`config.mk`:
```
export PLATFORM = sky130hd
export DESIGN_NAME = divider_control
export DESIGN_NICKNAME = d
export VERILOG_FILES = /design/src/rtl/divider_control.sv
export SDC_FILE = /design/constraint.sdc
export NUM_CORES = 1
export LEC_CHECK = 0
export BUFFER_PORTS_ARGS = -buffer_cell sky130_fd_sc_hd__buf_2
export CORE_AREA = 3 3 40 42
export CTS_CLUSTER_DIAMETER = 100
export DETAILED_ROUTE_END_ITERATION = 6
export DIE_AREA = 0 0 43 45
export PLACE_DENSITY = 0.62
export SLEW_MARGIN = 20
export SYNTH_ARGS = -nofsm -noshare
export SYNTH_HDL_FRONTEND = slang
export SYNTH_SLANG_ARGS = --single-unit
export TNS_END_PERCENT = 20
```
`constraint.sdc`:
```
create_clock -name Clock -period 2.05 [get_ports Clock]
set_clock_uncertainty 0.2 [all_clocks]
set_input_delay 0.3075 -clock Clock [delete_from_list [all_inputs] [get_ports Clock]]
set_output_delay 0.3075 -clock Clock [all_outputs]
set_load 0.01 [all_outputs]
```
`src/rtl/divider_control.sv`:
```
// Sequencer for an 8-bit restoring divider built from bit slices.
// Walks LOAD, CHECK, eight ITER cycles, then DONE or ERR.
module divider_control (
    input  logic       Clock,
    input  logic       nReset,
    input  logic       Start,
    input  logic       nBorrow,
    input  logic       nZ,
    input  logic       Test,
    output logic       Load,
    output logic       LoadAcc,
    output logic       LoadResult,
    output logic       ShiftDivisor,
    output logic       QuotientBit,
    output logic       Busy,
    output logic       Done,
    output logic       DivByZero,
    output logic [3:0] Step
);

    typedef enum logic [2:0] {
        IDLE  = 3'd0,
        LOAD  = 3'd1,
        CHECK = 3'd2,
        ITER  = 3'd3,
        DONE  = 3'd4,
        ERR   = 3'd5
    } state_t;

    state_t     state;
    state_t     nextState;
    logic [3:0] stepReg;
    logic       divByZeroReg;

    always_comb begin
        nextState = state;
        unique case (state)
            IDLE:  if (Start) nextState = LOAD;
            LOAD:  nextState = CHECK;
            CHECK: nextState = nZ ? ITER : ERR;
            ITER:  if (stepReg == 4'd7) nextState = DONE;
            DONE:  nextState = IDLE;
            ERR:   nextState = IDLE;
            default: nextState = IDLE;
        endcase
    end

    // Test freezes state and counters; reset still wins over it.
    always_ff @(posedge Clock) begin
        if (!nReset) begin
            state        <= IDLE;
            stepReg      <= 4'd0;
            divByZeroReg <= 1'b0;
        end else if (!Test) begin
            state <= nextState;
            if (nextState == LOAD) begin
                stepReg      <= 4'd0;
                divByZeroReg <= 1'b0;
            end else if (state == ITER) begin
                stepReg <= stepReg + 4'd1;
            end
            if (nextState == ERR) divByZeroReg <= 1'b1;
        end
    end

    always_comb begin
        Load         = 1'b0;
        LoadAcc      = 1'b0;
        LoadResult   = 1'b0;
        ShiftDivisor = 1'b0;
        QuotientBit  = 1'b0;
        Busy         = (state != IDLE);
        Done         = (state == DONE) || (state == ERR);
        DivByZero    = divByZeroReg;
        Step         = stepReg;
        if (!Test) begin
            unique case (state)
                LOAD: begin
                    Load    = 1'b1;
                    LoadAcc = 1'b1;
                end
                // Restoring step: ACC only takes the difference on no-borrow.
                ITER: begin
                    LoadResult   = 1'b1;
                    ShiftDivisor = 1'b1;
                    QuotientBit  = nBorrow;
                    LoadAcc      = nBorrow;
                end
                default: ;
            endcase
        end
    end

endmodule

```
Yosys cells after proc, flatten, opt, wreduce, memory -nomap -nowiden
Cells that the tools add are included.
{"block": "word_totals", "input_bits": 6, "ff_bits": 8}
{"block": "classes", "n_bitwise": 1, "n_mux": 16, "reduce_logical": 7, "n_eq_ne": 8, "add_sub_neg": 1}
{"operator": "$pmux W3 S4", "count": 1}
{"operator": "$eq A3 B3 Y1 const B", "count": 3}
{"operator": "$mux W1", "count": 9}
{"operator": "$mux W3", "count": 3}
{"operator": "$mux W4", "count": 2}
{"operator": "$eq A3 B1 Y1 const B", "count": 2}
{"operator": "$eq A3 B2 Y1 const B", "count": 2}
{"operator": "$add A4 B1 Y4 const B", "count": 1}
{"operator": "$eq A4 B3 Y1 const B", "count": 1}
{"operator": "$reduce_and A2 Y1", "count": 2}
{"operator": "$reduce_bool A2 Y1", "count": 2}
{"operator": "$logic_not A3 Y1", "count": 1}
{"operator": "$reduce_bool A3 Y1", "count": 1}
{"operator": "$pmux W1 S2", "count": 1}
{"operator": "$logic_or A1 B1 Y1", "count": 1}
{"operator": "$not A1 Y1", "count": 1}

Longest topological paths before layout
Gate-level depths: netlist (run 1).
{"block": "logic_depth", "word_depth": 6, "ltp_mapped": 6}

Worst setup path after synthesis (run 1)
OpenSTA, ideal clock, no wires.
{"block": "synth_timing", "path_kind": "register to output", "startpoint": "register state[0]", "endpoint": "output LoadAcc", "arrival_ns": 1.161, "setup_slack_ns": 0.382, "n_path_buf": 2, "stages_incl_launch_ff": 6, "cell_sequence": "dfxtp_1 buf_4 and4bb_1 buf_6 and2_4 or2_1"}
{"block": "synth_via", "elab_chain_cells": 3}
{"item": "start: declaration", "line": "30", "text": "state_t state;"}
{"item": "start signal: assignment", "line": "55", "text": "state <= nextState;"}
{"item": "$eq A3 B2 Y1 or $eq A3 B1 Y1 (tied branches)", "line": "77", "text": "unique case (state)"}
{"item": "$pmux W1 S2 (*)", "line": "77"}
{"item": "$mux W1 (*)", "line": "76", "text": "if (!Test) begin"}
{"item": "end: declaration", "line": "11", "text": "output logic LoadAcc,"}
Mark *: on every way between the ends. The rest lies on a longest branch, timed or not.

Final worst setup path (run 1)
{"block": "layout_timing", "startpoint": "register state[2]", "endpoint": "output LoadAcc"}
Same word-level chain as after synthesis.

==> results of run 1 <==
-- through the flow --
step	setup slack, ns	cells	hold slack [ns]
after CTS	0.0998	86	0.101
after floorplan	0.382	54	0.202
after detailed placement	0.344	83	0.281
after global placement	0.370	83	0.281
after global routing	0.0195	86	0.0963
final	0.119	86	0.113
-- routing by layer --
layer  share of wire, %  track usage (%)  vias up
li1                   -                -      232
met1                 42             11.9      207
met2                 48             18.9       19
met3                 10             7.97        0
met4                  0             5.42        0
met5                  0                0        -
-- sequential cells by signal, summed over array words and instances, names as in the netlist --
| signal | cells |
|---|---|
| Step | 4 |
| state | 3 |
| DivByZero | 1 |
-- logic make-up (layout without fill, tap and decap cells) --
group / Yosys count / after routing / share of synthesized area (%)
AO/OA/AOI/OAI: 11 / 11 / 16.5
XOR/XNOR: 1 / 1 / 1.83
adder cells (fa/ha/maj): 1 / 1 / 2.61
buffers and inverters: 6 / 23 / 9.40
flip-flops: 8 / 8 / 33.4
multiplexers: 2 / 2 / 4.18
AND/OR/NAND/NOR: 25 / 25 / 32.1
-- power by group through the flow --
stage          registers [mW]  logic, mW  clock network, mW
6_report                0.170     0.0517              0.116
3_5_place_dp            0.173     0.0522                  0
4_1_cts                 0.170     0.0523              0.126
3_3_place_gp            0.173     0.0518                  0
2_1_floorplan           0.168     0.0421                  0
5_1_grt                 0.171     0.0578              0.138
-- worst max-delay path by stage --
stage | startpoint | endpoint | slack [ns] | cells after the start
floorplan | state[0] | LoadAcc | 0.38 | 5
global placement | Test | LoadAcc | 0.37 | 5
detailed placement | Test | LoadAcc | 0.34 | 5
CTS | state[2] | LoadAcc | 0.1 | 4
global route | state[2] | LoadAcc | 0.02 | 4
finish | state[2] | LoadAcc | 0.12 | 4
-- synth_stat cells --
cell type / count
a211oi_1: 1
a21oi_1: 4
a22oi_1: 1
a2bb2oi_1: 1
a311oi_2: 1
and2_1: 1
and2_4: 1
and3_1: 2
and4bb_1: 1
buf_4: 2
buf_6: 2
dfxtp_1: 8
ha_1: 1
inv_1: 2
mux2i_1: 2
nand2_1: 3
nand3_1: 1
nand3b_1: 2
nand4_2: 1
nor2_1: 5
nor2b_1: 3
nor3b_1: 1
nor4_1: 1
o211a_1: 1
o21ai_0: 2
or2_1: 1
or3_1: 2
xnor2_1: 1
-- placed cells by master, fill, tap and decap left out, drive strengths merged, types with 2 or more instances in the layout --
| master | n |
|---|---|
| or3 | 2 |
| mux2i | 2 |
| o21ai | 2 |
| nor2 | 5 |
| nand3b | 2 |
| dfxtp | 8 |
| a21oi | 4 |
| nand2 | 3 |
| and2 | 2 |
| nor2b | 3 |
| buf | 18 |
| clkbuf | 3 |
| inv | 2 |
| and3 | 2 |
-- worst max-delay path, cell delays in order, from the launching register on --
cell      delay, ns
dfxtp_1        0.44
and4bb_1       0.23
and2_4         0.15
or2_1          0.21
buf_2          0.14
-- final cells by class --
| class | count | area [µm²] |
|---|---|---|
| Fill cell | 132 | 709 |
| Multi-Input combinational cell | 40 | 274 |
| Sequential cell | 8 | 160 |
| Timing Repair Buffer | 18 | 92.6 |
| Clock buffer | 3 | 22.5 |
| Tap cell | 15 | 18.8 |
| Inverter | 2 | 7.51 |
==> run metrics, run 1 <==
Syn Nets 61; initial antenna violation count 0; Nets 80; Fin Setup TNS 0 ns; hold_buf cts 0; area of the mapped netlist 479 µm²; min Tclk post-route 1.93 ns; H-Tree Depth 1; top-area cell type share of the netlist area 33.4%; RSZ-0062 raised after global routing false; largest net degree at the start of global routing 11; Sw Pwr 0.0841 mW; outcome finished clean; DRT Pass-1 Iters 4; Post-Syn Area per Cell 8.87 µm²; number of max-cap violations 0; die area a little under 2000 µm²; P per Cell Area 587 nW/µm²; Final Cell Area 576 µm²; period utilization around 94%; HP Class input pin to flip-flop; number of buffers created by CTS 3; sequential-to-total area share from yosys stat between 30 and 40%; Area after DPL between 500 and 600 µm²; crit path capture type primary output; PortBufs 17; maximum resistive drop on vdd 297 µV; Antenna Nets Post-Route 0; TritonCTS clock tree done; Worst Hold Launch nReset; WP data arrival 1.42 ns; post-layout util approximately 45%; Max Slew Vio Count 0; total power draw 0.338 mW; post-CTS resize count 0; Syn Inst Count 54; final setup vio count 0; P&R area growth vs syn 20.1%; global-route wire length before repair between 1.5 and 2 mm; Ys Warns 0; synth unique cells 28; worst slew pin tran 0.334 ns; CTS sink cnt 8; Switching Fraction 24.9%; Fmax 518 MHz; number of I/O pins 18; DRT iter0 DRCs 8; Logic pwr share approximately 15%; Clock Path Buffers 2; clock latency on the worst-skew pair 0.25 ns; number of vias per cell 5.33; FF-to-FF End Step[3]; Leak approximately 0.30 nW; Internal around 0.25 mW; Root Buffer clkbuf_4; final wirelength ~960 µm; Worst EP required 1.54 ns; vias in the first global route ~390; hold path endpoint DivByZero; clock-pin slew on the worst setup and hold paths 0.05 ns; final hold violations 0; worst setup path class flip-flop to primary output; fraction of layout cells with a size suffix above 1 33.8%; drt drc 0; Total GRT Usage 11.8%; worst reg-to-reg setup slack ~0.42 ns; Reg power frac 50.4%; GP Congestion around 0.75; Synth area leader dfxtp_1; Seq cells post-synth 8; Setup crit start kind flip-flop; hold depth 2; R2R Path Start state[1]; clock network fraction of design power between 30% and 40%; Die Span X ~43 µm; Post-CTS Setup Repair Bufs 0; initial core utilization 37.3%; diode count 0; worst rel slew slack approximately 78%; total gr overflow 0; CP max FO 8; Worst R2R Path Depth 5; floorplan core area between 1000 and 1500 µm²; Die Y 45 µm; via count 458; standard-cell rows 13; wire per inst 11.2 µm; largest cells by area after synthesis dfxtp_1 (33%), buf_6 (4.7%), a21oi_1 (4.2%)
No activity file was read; power rests on OpenSTA's default activity.
==> run 2: changes to the inputs <==
Settings changed: PLACE_DENSITY 0.62 to default, PLACE_DENSITY_LB_ADDON from default to 0.1.
==> run 2 against run 1 <==
  * Global-route usage is 1.3 points higher
  * Combinational power hardly changed
  * First-iteration DRC count stayed put
  * Cell count stayed put
  * Worst setup slack better by 0.0075 ns
  * Sequential cell count stayed put
  * Largest power group unchanged
  * Hold slack worse by 0.015 ns
  * Via count is 4.4% lower
  * Critical endpoint unchanged
  * Critical path type unchanged
==> run metrics, run 2 (synthesis gave the netlist of run 1 again) <==
outcome finished clean (unchanged); Leak 0.298 nW (unchanged); largest net degree at the start of global routing 11 (unchanged); post-CTS resize count 0 (unchanged); Setup crit start kind flip-flop (unchanged); clock-pin slew on the worst setup and hold paths 0.05 ns (about the same); vias in the first global route 390 (was 393); number of I/O pins 18 (unchanged); Fmax 520 MHz (was 518 MHz); flip-flop and latch area 160 µm² (unchanged); drt drc 0 (unchanged); H-Tree Depth 1 (unchanged); worst setup path class flip-flop to primary output (unchanged); HP Class input pin to flip-flop (unchanged); final wirelength 1.03 mm (was 959 µm); Crit-path slowest cell dfxtp_1 (unchanged); DRT Pass-1 Iters 4 (unchanged); PortBufs 17 (unchanged); CP max FO 8 (unchanged); min Tclk post-route 1.92 ns (was 1.93 ns); GP Congestion 0.776 (was 0.755); wire per inst 12.0 µm (was 11.2 µm); Clock Path Buffers 2 (unchanged); most frequent cells in the layout buf_2 (17), dfxtp_1 (8), nor2_1 (5), a21oi_1 (4) (unchanged); commonest non-fill, non-tap cell in the layout buf_2 (unchanged); P&R area growth vs syn 20.1% (unchanged); initial antenna violation count 0 (unchanged); clock latency on the worst-skew pair 0.26 ns (was 0.25 ns); CP delay by family, top simple AND/OR/NAND/NOR gates (unchanged); largest stage delay on the critical path 0.43 ns (was 0.44 ns); area occupied by multi-input gates 274 µm² (unchanged); placed cells 83 (unchanged); Die Y 45 µm (unchanged); via count 438 (was 458); P per Cell Area 606 nW/µm² (was 587 nW/µm²); initial core utilization 37.3% (unchanged); Max Slew Vio Count 0 (unchanged); fraction of layout cells with a size suffix above 1 33.8% (unchanged); RSZ-0062 raised after global routing false (unchanged); maximum resistive drop on vdd 338 µV (was 297 µV); total gr overflow 0 (unchanged); final setup vio count 0 (unchanged); number of vias per cell 5.09 (was 5.33); Die Span X 43 µm (unchanged); max reg flops 4 (unchanged); die area 1940 µm² (unchanged); DRT iter0 DRCs 8 (unchanged); worst slew pin tran 0.335 ns (was 0.334 ns); Root Buffer clkbuf_4 (unchanged); Post-CTS Setup Repair Bufs 0 (unchanged); number of buffers created by CTS 3 (unchanged); total power draw 0.349 mW (was 0.338 mW); standard-cell rows 13 (unchanged); CTS sink cnt 8 (unchanged); TritonCTS clock tree done (unchanged); Total GRT Usage 13.1% (was 11.8%); CP bufs+invs 1 (unchanged); Antenna Nets Post-Route 0 (unchanged); crit path capture type primary output (unchanged); global-route wire length before repair 1.75 mm (was 1.61 mm); Fillers 134 (was 132); diode count 0 (unchanged); Fin Setup TNS 0 ns (unchanged); floorplan core area 1280 µm² (unchanged); Non-Filler Instances 86 (unchanged); number of max-cap violations 0 (unchanged); hold_buf cts 0 (unchanged); Nets 80 (unchanged); WP data arrival 1.42 ns (about the same); HPWL Detailed around 800 µm; post-layout util 44.8% (unchanged); Worst EP required 1.54 ns (about the same); crit-path cells and4bb_1 > and2_4 > or2_1 > buf_2 (unchanged); worst rel slew slack 77.4% (was 77.5%); final hold violations 0 (unchanged); period utilization 93.8% (was 94.2%)
-- run 2: power breakdown --
group | leakage (nW) | internal [mW] | switching (mW) | total, mW
clock | 0.0138 | 0.0674 | 0.0593 | 0.127
sequential | 0.0651 | 0.161 | 0.00878 | 0.170
combinational | 0.219 | 0.0254 | 0.0266 | 0.0520
total | 0.298 | 0.254 | 0.0946 | 0.349
-- run 2: per-stage QoR --
step	area, µm²	worst slack (ns)	hold slack (ns)
after floorplan	479	0.382	0.202
after global placement	553	0.359	0.285
after detailed placement	553	0.349	0.287
after CTS	576	0.108	0.0923
after global routing	576	0.0316	0.0832
final	576	0.127	0.0976
-- run 2: final timing paths --
path | cells after the start | end | slack (ns) | startpoint
max | 4 | LoadAcc | 0.13 | state[2]
min | 2 | DivByZero | 0.1 | nReset
max reg2reg | 5 | Step[3] | 0.45 | state[1]
min reg2reg | 1 | DivByZero | 0.30 | DivByZero
-- run 2: area by class of cell --
cell class                      instances  area share (%)
Multi-Input combinational cell         40            47.6
Sequential cell                         8            27.8
Timing Repair Buffer                   18            16.1
Clock buffer                            3            3.91
Tap cell                               15            3.26
Inverter                                2            1.30
-- run 2: per-layer routing --
metal	GRT usage, %	vias to the layer above	part of all wire (%)
met5	0	-	0
met4	10.8	0	3.2
met3	6.77	3	8.8
met2	15.3	17	39
met1	17.1	191	48
li1	-	227	-
==> run 3: changes to the inputs <==
Settings changed: CORE_AREA 3 3 40 42 to 2 2 39 41, CTS_BUF_LIST from default to sky130_fd_sc_hd__clkbuf_16, DIE_AREA 0 0 43 45 to 0 0 41 43.
Clock period 2.05 ns to 1.54 ns, I/O delays scaled along.
==> run 3 against run 2 <==
  * The flow now finishes with violations (setup timing)
  * Via count rose by 15%
  * Power up 120%
  * Die area decreased by 8.9%
  * Cell area is 34% higher
  * Critical path depth did not move
  * Worst setup slack worse by 0.26 ns
  * Core utilization increased by 11 points
  * Critical endpoint unchanged
  * Highest routed layer unchanged
==> run metrics, run 3 (synthesis gave the netlist of run 1 again) <==
DRT iter0 DRCs 1 (was 8); RSZ-0062 raised after global routing true (was false); Leak 0.392 nW (was 0.298 nW); Antenna Nets Post-Route 0 (unchanged); total gr overflow 0 (unchanged); maximum resistive drop on vdd 657 µV (was 338 µV); floorplan core area 1380 µm² (was 1280 µm²); H-Tree Depth 1 (unchanged); crit path capture type primary output (unchanged); standard-cell rows 14 (was 13); Switching Fraction 20.3% (was 27.1%); Nets 93 (was 80); met3 wire len 81 µm (was 91 µm); final worst slack -0.135 ns (was 0.127 ns); Clock Path Buffers 2 (unchanged); most frequent cells in the layout buf_2 (16), buf_4 (14), dfxtp_1 (5), nor2_1 (5) (was buf_2 (17), dfxtp_1 (8), nor2_1 (5), a21oi_1 (4)); Non-Filler Instances 100 (was 86); Total GRT Usage 17.9% (was 13.1%); via count 505 (was 438); Post-Route M1 WL 518 µm (was 501 µm); initial core utilization 34.6% (was 37.3%); Fin Setup TNS -0.275 ns (was 0 ns); P per Cell Area 1000 nW/µm² (was 606 nW/µm²); clock latency on the worst-skew pair 0.23 ns (was 0.26 ns); wire per inst 12.8 µm (was 12.0 µm); Final Cell Area 772 µm² (was 576 µm²); commonest non-fill, non-tap cell in the layout buf_2 (unchanged); number of vias per cell 5.05 (was 5.09); placed cells 94 (was 83); Sw Pwr 0.157 mW (was 0.0946 mW); post-layout util 55.8% (was 44.8%); fraction of layout cells with a size suffix above 1 54.8% (was 33.8%); DP Worst Slack -0.0278 ns (was 0.349 ns); Die Y 43 µm (was 45 µm); CP max FO 3 (was 8); P&R area growth vs syn 61.1% (was 20.1%); Root Buffer clkbuf_16 (was clkbuf_4); vias in the first global route 492 (was 390); total power draw 0.774 mW (was 0.349 mW); Area after DPL 632 µm² (was 553 µm²); Internal 0.616 mW (was 0.254 mW); clock-pin slew on the worst setup and hold paths 0.04 ns (was 0.05 ns); PortBufs 17 (unchanged); final setup vio count 3 (was 0); GP Congestion 0.735 (was 0.776); Reg power frac 28.6% (was 48.8%); number of I/O pins 18 (unchanged); global-route wire length before repair 2.06 mm (was 1.75 mm); number of max-cap violations 0 (unchanged); outcome finished with violations (was finished clean); largest net degree at the start of global routing 8 (was 11); Die Span X 41 µm (was 43 µm); HPWL Detailed 858 µm (was 787 µm); worst setup path class flip-flop to primary output (unchanged); period utilization 109%; initial antenna violation count 0 (unchanged); WP data arrival 1.24 ns (was 1.42 ns); DRT Pass-1 Iters 3 (was 4); clock network fraction of design power 55.6% (was 36.3%); worst slew pin tran 0.357 ns (was 0.335 ns); met2 WL 643 µm (was 407 µm); drt drc 0 (unchanged); worst rel slew slack 76.0% (was 77.4%); worst hold slack 0.0522 ns (was 0.0976 ns); CTS sink cnt 8 (unchanged); TritonCTS clock tree done (unchanged); final wirelength 1.28 mm (was 1.03 mm); Top Layer Used met4 (unchanged); final hold violations 0 (unchanged); die area 1760 µm² (was 1940 µm²); Worst EP required 1.11 ns (was 1.54 ns); Setup crit start kind flip-flop (unchanged); violated checks setup timing; min Tclk post-route 1.67 ns; diode count 0 (unchanged); Logic pwr share 15.8% (was 14.9%); Fmax ~600 MHz; Max Slew Vio Count 0 (unchanged); max reg flops 4 (unchanged); HP Class input pin to flip-flop (unchanged); number of buffers created by CTS 3 (unchanged)
run 3: layout make-up:
cell class / instances / area (µm²)
Sequential cell: 8 / 169
Fill cell: 120 / 612
Multi-Input combinational cell: 40 / 304
Clock buffer: 3 / 75.1
Timing Repair Buffer: 31 / 196
Inverter: 2 / 7.51
Tap cell: 16 / 20.0
run 3: power by group through the flow:
| stage | clock [mW] | sequential, mW | combinational, mW |
|---|---|---|---|
| 4_1_cts | 0.441 | 0.221 | 0.107 |
| 6_report | 0.430 | 0.221 | 0.122 |
| 5_1_grt | 0.452 | 0.222 | 0.132 |
| 2_1_floorplan | 0 | 0.225 | 0.0586 |
| 3_5_place_dp | 0 | 0.229 | 0.0935 |
| 3_3_place_gp | 0 | 0.229 | 0.0952 |
run 3: routing by layer:
layer	global-route usage, %	vias to the layer above
met4	14.0	0
met2	27.2	15
met1	20.8	232
met3	3.14	5
met5	0	-
li1	-	253
run 3: repair_timing:
action,CTS,global route
endpoints found under the setup margin,7,12
pin swaps,1,4
buffers inserted,2,1
gates resized for setup,7,7
hold buffers,0,0
run 3: final timing paths:
path                                 from   endpoint  slack (ns)  cells past startpoint
worst max register to register   state[1]  DivByZero       -0.05                      5
worst min-delay path               nReset  DivByZero        0.05                      2
worst min register to register  DivByZero  DivByZero        0.29                      1
worst max-delay path             state[0]    LoadAcc       -0.13                      4
run 3: worst max-delay path, stage by stage, from the launching register on:
cell and delay [ns]:
dfxtp_4 0.34, and4bb_1 0.21, and2_4 0.14, or2_4 0.22, buf_6 0.12
